==> src/rtl/cpu_pkg.sv <==
// Shared CPU definitions: store-size encodings (also used by the load-extension path)
// and the store unit state encoding.
package cpu_pkg;

    localparam logic [1:0] SZ_WORD = 2'b00;
    localparam logic [1:0] SZ_HALF = 2'b01;
    localparam logic [1:0] SZ_BYTE = 2'b10;
    localparam logic [1:0] SZ_RSVD = 2'b11;

    typedef enum logic [2:0] {
        StIdle,
        StRead,
        StWrite,
        StDone,
        StErr
    } store_state_e;

    // Reserved size, odd halfword, or any non-word-aligned word is rejected.
    function automatic logic store_misaligned(input logic [1:0] size, input logic [1:0] addr_lo);
        logic bad;
        case (size)
            SZ_WORD: bad = (addr_lo != 2'b00);
            SZ_HALF: bad = addr_lo[0];
            SZ_BYTE: bad = 1'b0;
            default: bad = 1'b1;
        endcase
        return bad;
    endfunction

endpackage

==> src/rtl/store_size_unit_if.sv <==
// Control handshake plus data-memory port of the store size unit.
interface store_size_unit_if #(
    parameter int unsigned ADDR_W = 32
);
    logic              start;
    logic [1:0]        store_size;
    logic [ADDR_W-1:0] addr;
    logic [31:0]       store_data;
    logic [31:0]       mem_rdata;
    logic [ADDR_W-1:0] mem_addr;
    logic              mem_wr;
    logic [31:0]       mem_wdata;
    logic              busy;
    logic              done;
    logic              align_err;

    // Control unit and memory side
    modport master (
        output start, store_size, addr, store_data, mem_rdata,
        input  mem_addr, mem_wr, mem_wdata, busy, done, align_err
    );

    // Store unit side
    modport slave (
        input  start, store_size, addr, store_data, mem_rdata,
        output mem_addr, mem_wr, mem_wdata, busy, done, align_err
    );
endinterface

==> src/rtl/store_size_unit_lane_merge.sv <==
// Combinational lane merge: inserts the stored half/byte into the old memory word
// (little-endian lanes); word stores pass store_data straight through.
module store_lane_merge
    import cpu_pkg::*;
(
    input  logic [31:0] old_word,
    input  logic [31:0] store_data,
    input  logic [1:0]  size,
    input  logic [1:0]  addr_lo,
    output logic [31:0] merged
);

    always_comb begin
        merged = old_word;
        case (size)
            SZ_WORD: merged = store_data;
            SZ_HALF: begin
                if (addr_lo[1]) merged[31:16] = store_data[15:0];
                else            merged[15:0]  = store_data[15:0];
            end
            SZ_BYTE: merged[{addr_lo, 3'b000} +: 8] = store_data[7:0];
            default: merged = old_word;
        endcase
    end

endmodule

==> src/rtl/store_size_unit.sv <==
// Store size unit: word stores write directly, half/byte stores read-modify-write the
// addressed word. Start/done handshake toward control, synchronous memory port.
module store_size_unit
    import cpu_pkg::*;
#(
    parameter int unsigned MEM_LATENCY = 1,
    parameter int unsigned ADDR_W      = 32
) (
    input  logic               clk,
    input  logic               rst_n,
    store_size_unit_if.slave   bus
);

    store_state_e      state_q, state_d;
    logic [2:0]        cnt_q, cnt_d;
    logic [ADDR_W-1:0] addr_q, addr_d;
    logic [31:0]       data_q, data_d;
    logic [1:0]        size_q, size_d;
    logic [31:0]       merge_q, merge_d;
    logic [31:0]       merged;

    always_ff @(posedge clk or negedge rst_n) begin
        if (!rst_n) begin
            state_q <= StIdle;
            cnt_q   <= 3'd0;
            addr_q  <= '0;
            data_q  <= 32'd0;
            size_q  <= SZ_WORD;
            merge_q <= 32'd0;
        end else begin
            state_q <= state_d;
            cnt_q   <= cnt_d;
            addr_q  <= addr_d;
            data_q  <= data_d;
            size_q  <= size_d;
            merge_q <= merge_d;
        end
    end

    always_comb begin
        state_d = state_q;
        cnt_d   = cnt_q;
        addr_d  = addr_q;
        data_d  = data_q;
        size_d  = size_q;
        merge_d = merge_q;
        case (state_q)
            StIdle: begin
                if (bus.start) begin
                    addr_d = bus.addr;
                    data_d = bus.store_data;
                    size_d = bus.store_size;
                    cnt_d  = 3'd0;
                    if (store_misaligned(bus.store_size, bus.addr[1:0])) state_d = StErr;
                    else if (bus.store_size == SZ_WORD)                  state_d = StWrite;
                    else                                                 state_d = StRead;
                end
            end
            StRead: begin
                // Address is held MEM_LATENCY+1 cycles; read data is valid on the last edge.
                if (cnt_q == 3'(MEM_LATENCY)) begin
                    merge_d = bus.mem_rdata;
                    state_d = StWrite;
                end else begin
                    cnt_d = cnt_q + 3'd1;
                end
            end
            StWrite: state_d = StDone;
            StDone:  state_d = StIdle;
            StErr:   state_d = StIdle;
            default: state_d = StIdle;
        endcase
    end

    store_lane_merge u_lane_merge (
        .old_word   (merge_q),
        .store_data (data_q),
        .size       (size_q),
        .addr_lo    (addr_q[1:0]),
        .merged     (merged)
    );

    assign bus.mem_addr  = {addr_q[ADDR_W-1:2], 2'b00};
    assign bus.mem_wdata = merged;
    assign bus.mem_wr    = (state_q == StWrite);
    assign bus.busy      = (state_q != StIdle);
    assign bus.done      = (state_q == StDone);
    assign bus.align_err = (state_q == StErr);

endmodule
==> src/flat_wrapper.sv <==
// flat-port wrapper written by rule: the top's interface ports become plain ports
module store_size_unit_flat import cpu_pkg::*;
#(
    parameter int unsigned MEM_LATENCY = 1,
    parameter int unsigned ADDR_W      = 32
)
  (clk, rst_n, bus_start, bus_store_size, bus_addr, bus_store_data, bus_mem_rdata, bus_mem_addr, bus_mem_wr, bus_mem_wdata, bus_busy, bus_done, bus_align_err);
  store_size_unit_if #(.ADDR_W(ADDR_W)) bus_i ();
  input  logic clk;
  input  logic rst_n;
  input wire logic [$bits(bus_i.start)-1:0] bus_start;
  input wire logic [$bits(bus_i.store_size)-1:0] bus_store_size;
  input wire logic [$bits(bus_i.addr)-1:0] bus_addr;
  input wire logic [$bits(bus_i.store_data)-1:0] bus_store_data;
  input wire logic [$bits(bus_i.mem_rdata)-1:0] bus_mem_rdata;
  output wire logic [$bits(bus_i.mem_addr)-1:0] bus_mem_addr;
  output wire logic [$bits(bus_i.mem_wr)-1:0] bus_mem_wr;
  output wire logic [$bits(bus_i.mem_wdata)-1:0] bus_mem_wdata;
  output wire logic [$bits(bus_i.busy)-1:0] bus_busy;
  output wire logic [$bits(bus_i.done)-1:0] bus_done;
  output wire logic [$bits(bus_i.align_err)-1:0] bus_align_err;
  assign bus_i.start = bus_start;
  assign bus_i.store_size = bus_store_size;
  assign bus_i.addr = bus_addr;
  assign bus_i.store_data = bus_store_data;
  assign bus_i.mem_rdata = bus_mem_rdata;
  assign bus_mem_addr = bus_i.mem_addr;
  assign bus_mem_wr = bus_i.mem_wr;
  assign bus_mem_wdata = bus_i.mem_wdata;
  assign bus_busy = bus_i.busy;
  assign bus_done = bus_i.done;
  assign bus_align_err = bus_i.align_err;
  store_size_unit #(.MEM_LATENCY(MEM_LATENCY), .ADDR_W(ADDR_W)) u_core (.clk(clk), .rst_n(rst_n), .bus(bus_i));
endmodule
==> config.mk <==
export PLATFORM = sky130hd
export DESIGN_NAME = store_size_unit_flat
export DESIGN_NICKNAME = d
export VERILOG_FILES = /design/src/rtl/cpu_pkg.sv /design/src/rtl/store_size_unit_if.sv /design/src/rtl/store_size_unit_lane_merge.sv /design/src/rtl/store_size_unit.sv /design/src/flat_wrapper.sv
export SDC_FILE = /design/constraint.sdc
export NUM_CORES = 1
export LEC_CHECK = 0
export BUFFER_PORTS_ARGS = -buffer_cell sky130_fd_sc_hd__buf_2
export CELL_PAD_IN_SITES_DETAIL_PLACEMENT = 0
export CELL_PAD_IN_SITES_GLOBAL_PLACEMENT = 2
export CORE_AREA = 2 2 131 133
export DETAILED_ROUTE_END_ITERATION = 8
export DIE_AREA = 0 0 133 135
export GPL_TIMING_DRIVEN = 0
export MAX_ROUTING_LAYER = met4
export PLACE_DENSITY_LB_ADDON = 0.1
export SYNTH_ARGS = -nofsm -noshare
export SYNTH_HDL_FRONTEND = slang
export SYNTH_HIERARCHICAL = 1
export SYNTH_SLANG_ARGS = --single-unit
==> constraint.sdc <==
create_clock -name clk -period 4.42 [get_ports clk]
set_input_delay 1.326 -clock clk [delete_from_list [all_inputs] [get_ports clk]]
set_output_delay 1.326 -clock clk [all_outputs]
set_load 0.05 [all_outputs]
Word-level counts from Yosys, hierarchy flattened
Index checks and enable logic that the tools add are counted.
{ "word_totals": {"latchBits": 0, "output_inout_bits": 68, "romBits": 0, "n_memories": 0, "register_bits": 104, "input_bits": 101, "ramBits": 0} }
{ "classes": {"n_mul": 0, "n_div": 0, "n_reduce_logical": 10, "eq_ne": 12, "addsub": 2, "order_cmp": 0, "bitwise": 0, "shifts": 2, "mux": 15} }
{ "op_table": {"columns": ["op", "count"], "rows": [
  ["$pmux W32 S3", 1],
  ["$bwmux W32", 1],
  ["$mux W16", 2],
  ["$shift A8 B7 Y32 const A", 1],
  ["$shiftx A8 B7 Y32", 1],
  ["$mux W3", 5],
  ["$pmux W3 S3", 1],
  ["$neg A5 Y7", 1],
  ["$eq A3 B1 Y1 const B", 2],
  ["$eq A3 B2 Y1 const B", 2],
  ["$pmux W3 S2", 1],
  ["$reduce_and A2 Y1", 3],
  ["$eq A2 B1 Y1 const B", 2],
  ["$eq A2 B2 Y1 const B", 2],
  ["$logic_not A2 Y1", 2],
  ["$ne A2 B2 Y1 const B", 2],
  ["$reduce_bool A2 Y1", 2],
  ["$add A3 B1 Y3 const B", 1],
  ["$eq A3 B3 Y1 const B", 1],
  ["$logic_not A3 Y1", 1],
  ["$pmux W1 S3", 1],
  ["$reduce_and A3 Y1", 1],
  ["$reduce_bool A3 Y1", 1],
  ["$mux W1", 2],
  ["other kinds (2)", 2]
]} }

Logic depth before layout (Yosys ltp)
{ "depth": {"ltp_word": 7, "depth_mapped": 7} }

Modules after synthesis
Netlist, hierarchy kept.
{ "modules_own_cells": {"columns": ["module", "area_per_inst_um2", "seq_area_each_um2", "instances", "cells_per_inst"], "rows": [
  ["store_size_unit", 4352.9, 2602.5, 1, 422],
  ["store_lane_merge", 1029.7, 0.0, 1, 141]
]} }

Worst setup path before layout
No wires, ideal clock.
{ "synth_path": {"kind": "flip-flop to output port", "startpoint": "reg u_core.addr_q[1]", "endpoint": "out bus_mem_wdata[16]", "slack_ns": 0.775, "t_arrival_ns": 2.319, "path_buffers": 1, "path_stages_with_launch": 8, "path_cell_list": "dfrtp_1 > buf_2 > inv_1 > ha_1 > nand2b_4 > nor4_4 > nand2_1 > a21oi_1"} }
{ "synth_between": {"elab_chain_len": 4, "word_cells_on_any_way": 6} }
{ "synth_lines": {"columns": ["element", "line_no", "source"], "rows": [
  ["from (decl)", "store_size_unit.sv:16", "logic [ADDR_W-1:0] addr_q, addr_d;"],
  ["from (signal assigned)", "store_size_unit.sv:33", "addr_q <= addr_d;"],
  ["$neg A5 Y7", "store_size_unit_lane_merge.sv:21", "SZ_BYTE: merged[{addr_lo, 3'b000} +: 8] = store_data[7:0];"],
  ["$shiftx A8 B7 Y32 or $shift A8 B7 Y32 (tied branches)", "store_size_unit_lane_merge.sv:21", null],
  ["$bwmux W32", "store_size_unit_lane_merge.sv:21", null],
  ["$pmux W32 S3 (*)", "store_size_unit_lane_merge.sv:15", "case (size)"],
  ["to (decl)", "flat_wrapper.sv:18", "output wire logic [$bits(bus_i.mem_wdata)-1:0] bus_mem_wdata;"]
]} }
Every way passes the cells marked *; elsewhere a longest branch is shown, timed or not.

Final worst setup path
{ "layout_path": {"startpoint": "reg u_core.addr_q[1]", "endpoint": "out bus_mem_wdata[20]"} }
The elaborated chain is that of the path after synthesis.

==> flow_metrics.tcl <==
set metrics [dict create \
    outcome "complete, no violations" \
    max_stage_delay_ns 0.46 \
    path_delay_family "simple AND/OR/NAND/NOR gates" \
    yosysMostFrequentCell "nand2_1" \
    drive_gt1_frac 0.3820 \
    die_w_um 133 \
    synth.avg_cell_area_sq_um 9.561 \
    crit_fanout 10 \
    ioPinCount 169 \
    final_core_util 0.4144 \
    synthesis.instances 563 \
    grt_pass1_wl_um 25250 \
    grt_max_degree 57 \
    start_util 0.3281 \
    grt_pass1_vias 4675 \
    clk_pin_slew_ns 0.07 \
    hold_buffers 0 \
    ys_seq_area_frac 0.4835 \
    dieArea_sq_um 17960 \
    place_hpwl_um 12080 \
    setup_tns_ns 0 \
    setup_ws_ns 0.2263 \
    crit_type "register to primary output" \
    die_h_um 135 \
    rsz0062_at_grt "false" \
    finalClockSkew_ns 0.01048 \
    wl_per_cell_um 16.49 \
    crit_arrival_ns 2.87 \
    postSynth.asyncResetShare 1.000 \
    hold-worst-slack_ns 0.4748 \
    yosys_warnings 6 \
    yosysUniqueCellTypes 43 \
    max_slew.worst_pin.slew_ns 0.6763 \
    required_ns 3.09 \
    ctsResizeCount 0 \
    cts.sinks 104 \
    htreeDepth 3 \
    grt.overflow.total 0 \
    cts_inserted_buffers 9 \
    drt_iter0_drc 203 \
    cap_violations 0 \
    endpoint_kind "primary output" \
    root_buffer "clkbuf_16" \
    synth_seq_cells 104 \
    grtUsageTotal 0.1889 \
    synth_top_area_frac 0.4835 \
    crit_path_start_kind "register" \
    finalHoldViolations 0 \
    antenna_found_initial 1 \
    min_period_ns 4.194 \
    ant_nets 0 \
    io_buffers 166 \
    synth-main-ff-cell "dfrtp_1" \
    setup_viol 0 \
    maxSlewHeadroom 0.5492 \
    place_congestion 0.8382 \
    synth_common_cells "nand2_1, dfrtp_1, mux2_2" \
    area_delta_synth_final_pct 26.31 \
    cts_buffer_depth 2 \
    place_worst_setup_slack_ns 0.6348 \
    final_max_slew_viol_count 0 \
    synth_edf_count 0 \
    routed_via_density 4.703 \
    worstPathCellList "buf_2 > inv_1 > ha_1 > nand2b_4 > nor4_4 > and2_1 > a221o_1 > buf_2" \
    fin_crit_sh 0.9488 \
    fmax_mhz 238.5 \
    vias 4548 \
    cp_num_buf_inv 3 \
    nNetsFinal 850 \
    drc_errors 0 \
    post_cts_buffers 0 \
    crit_slowest_cell "nor4_4" \
    coreArea_sq_um 16410 \
    wl_um 15940 \
    row_count 47 \
    first_pass_iters 4 \
    hp-class "register to register" \
    syn_area_sq_um 5383 \
    cp_common_cell "buf_2" \
    cts_tree "done" \
    netlist.top_cell.by_area "dfrtp_1" \
    num-fill-cells 1726 \
    worstSkewPairLatency_ns 0.35 \
    synth_area_leaders "dfrtp_1, nand2_1, mux2_2" \
]
-- tightest hold or removal path, cell delays in order, from the launching register on --
cell and delay [ns]:
dfrtp_1 0.34, nand2_1 0.05, nand2_1 0.05
-- path summary, 6_finish.rpt --
kind,start,to,slack [ns],depth (start not counted)
max,u_core/addr_q[1],bus_mem_wdata[20],0.23,8
min,u_core/addr_q[6],u_core/addr_q[6],0.47,2
max reg2reg,u_core/cnt_q[0],u_core/merge_q[29],2.48,5
min reg2reg,u_core/addr_q[6],u_core/addr_q[6],0.47,2
max in group asynchronous,rst_n,u_core/data_q[30],2.70,2
min in group asynchronous,rst_n,u_core/merge_q[2],1.00,1
-- cell usage in the layout, fill, tap and decap left out, drive strengths merged, types with 2 or more instances in the layout --
master | netlist | routed
nor2 | 19 | 19
clkinv | 1 | 5
buf | 54 | 221
o22ai | 5 | 5
o21ai | 5 | 5
o2111ai | 2 | 2
a221o | 20 | 20
mux2i | 3 | 3
and2 | 11 | 11
nand2 | 212 | 212
a22oi | 10 | 10
dfrtp | 104 | 104
ha | 7 | 7
nand2b | 4 | 4
nor2b | 6 | 6
inv | 7 | 7
nor3b | 2 | 2
nand4 | 2 | 2
nand4b | 2 | 2
conb | 1 | 2
a22o | 13 | 13
mux2 | 38 | 38
clkbuf | 6 | 17
a21oi | 15 | 15
nand3 | 2 | 2
o211ai | 2 | 2
-- registers in the layout (all words and copies together) (netlist names) --
signal,flops
u_core/size_q,2
u_core/merge_q,32
u_core/state_q,3
u_core/addr_q,32
u_core/cnt_q,3
u_core/data_q,32
-- stage by stage --
stage / cells / area, sq um
5_1_grt: 967 / 6799
2_1_floorplan: 564 / 5386
3_5_place_dp: 951 / 6523
4_1_cts: 966 / 6797
6_report: 967 / 6799
3_3_place_gp: 950 / 6492
-- layer usage --
layer | vias to the layer above | routed length [um] | global-route usage
met5 | - | 0 | -
met1 | 2190 | 7266 | 0.2401
met3 | 10 | 809 | 0.04467
met4 | 0 | 140 | 0.04540
li1 | 2226 | - | -
met2 | 122 | 7723 | 0.3066
-- cells by family after synthesis --
family / Yosys count / share of synthesized area
simple gates: 267 / 0.2171
flops: 104 / 0.4835
compound gates: 75 / 0.1123
buf+inv: 68 / 0.08508
mux: 41 / 0.08508
fa+ha+maj: 7 / 0.01627
other cells: 1 / 0.0006967
-- final cells by class --
type	instances	area, sq um	share of cell area
flip-flops and latches	104	2603	0.3828
multi-input cells	392	2326	0.3421
repair buffers	167	860.8	0.1266
plain buffers	60	427.9	0.06294
well taps	220	275.3	0.04049
clock buffers	11	242.7	0.03570
clock inverters	4	31.28	0.004601
inverters	8	30.03	0.004417
diodes	1	2.502	0.0003681
Power is left out: the tool's default activity adds up to more than one toggle a clock period on the data nets, which glitch-free logic cannot reach.
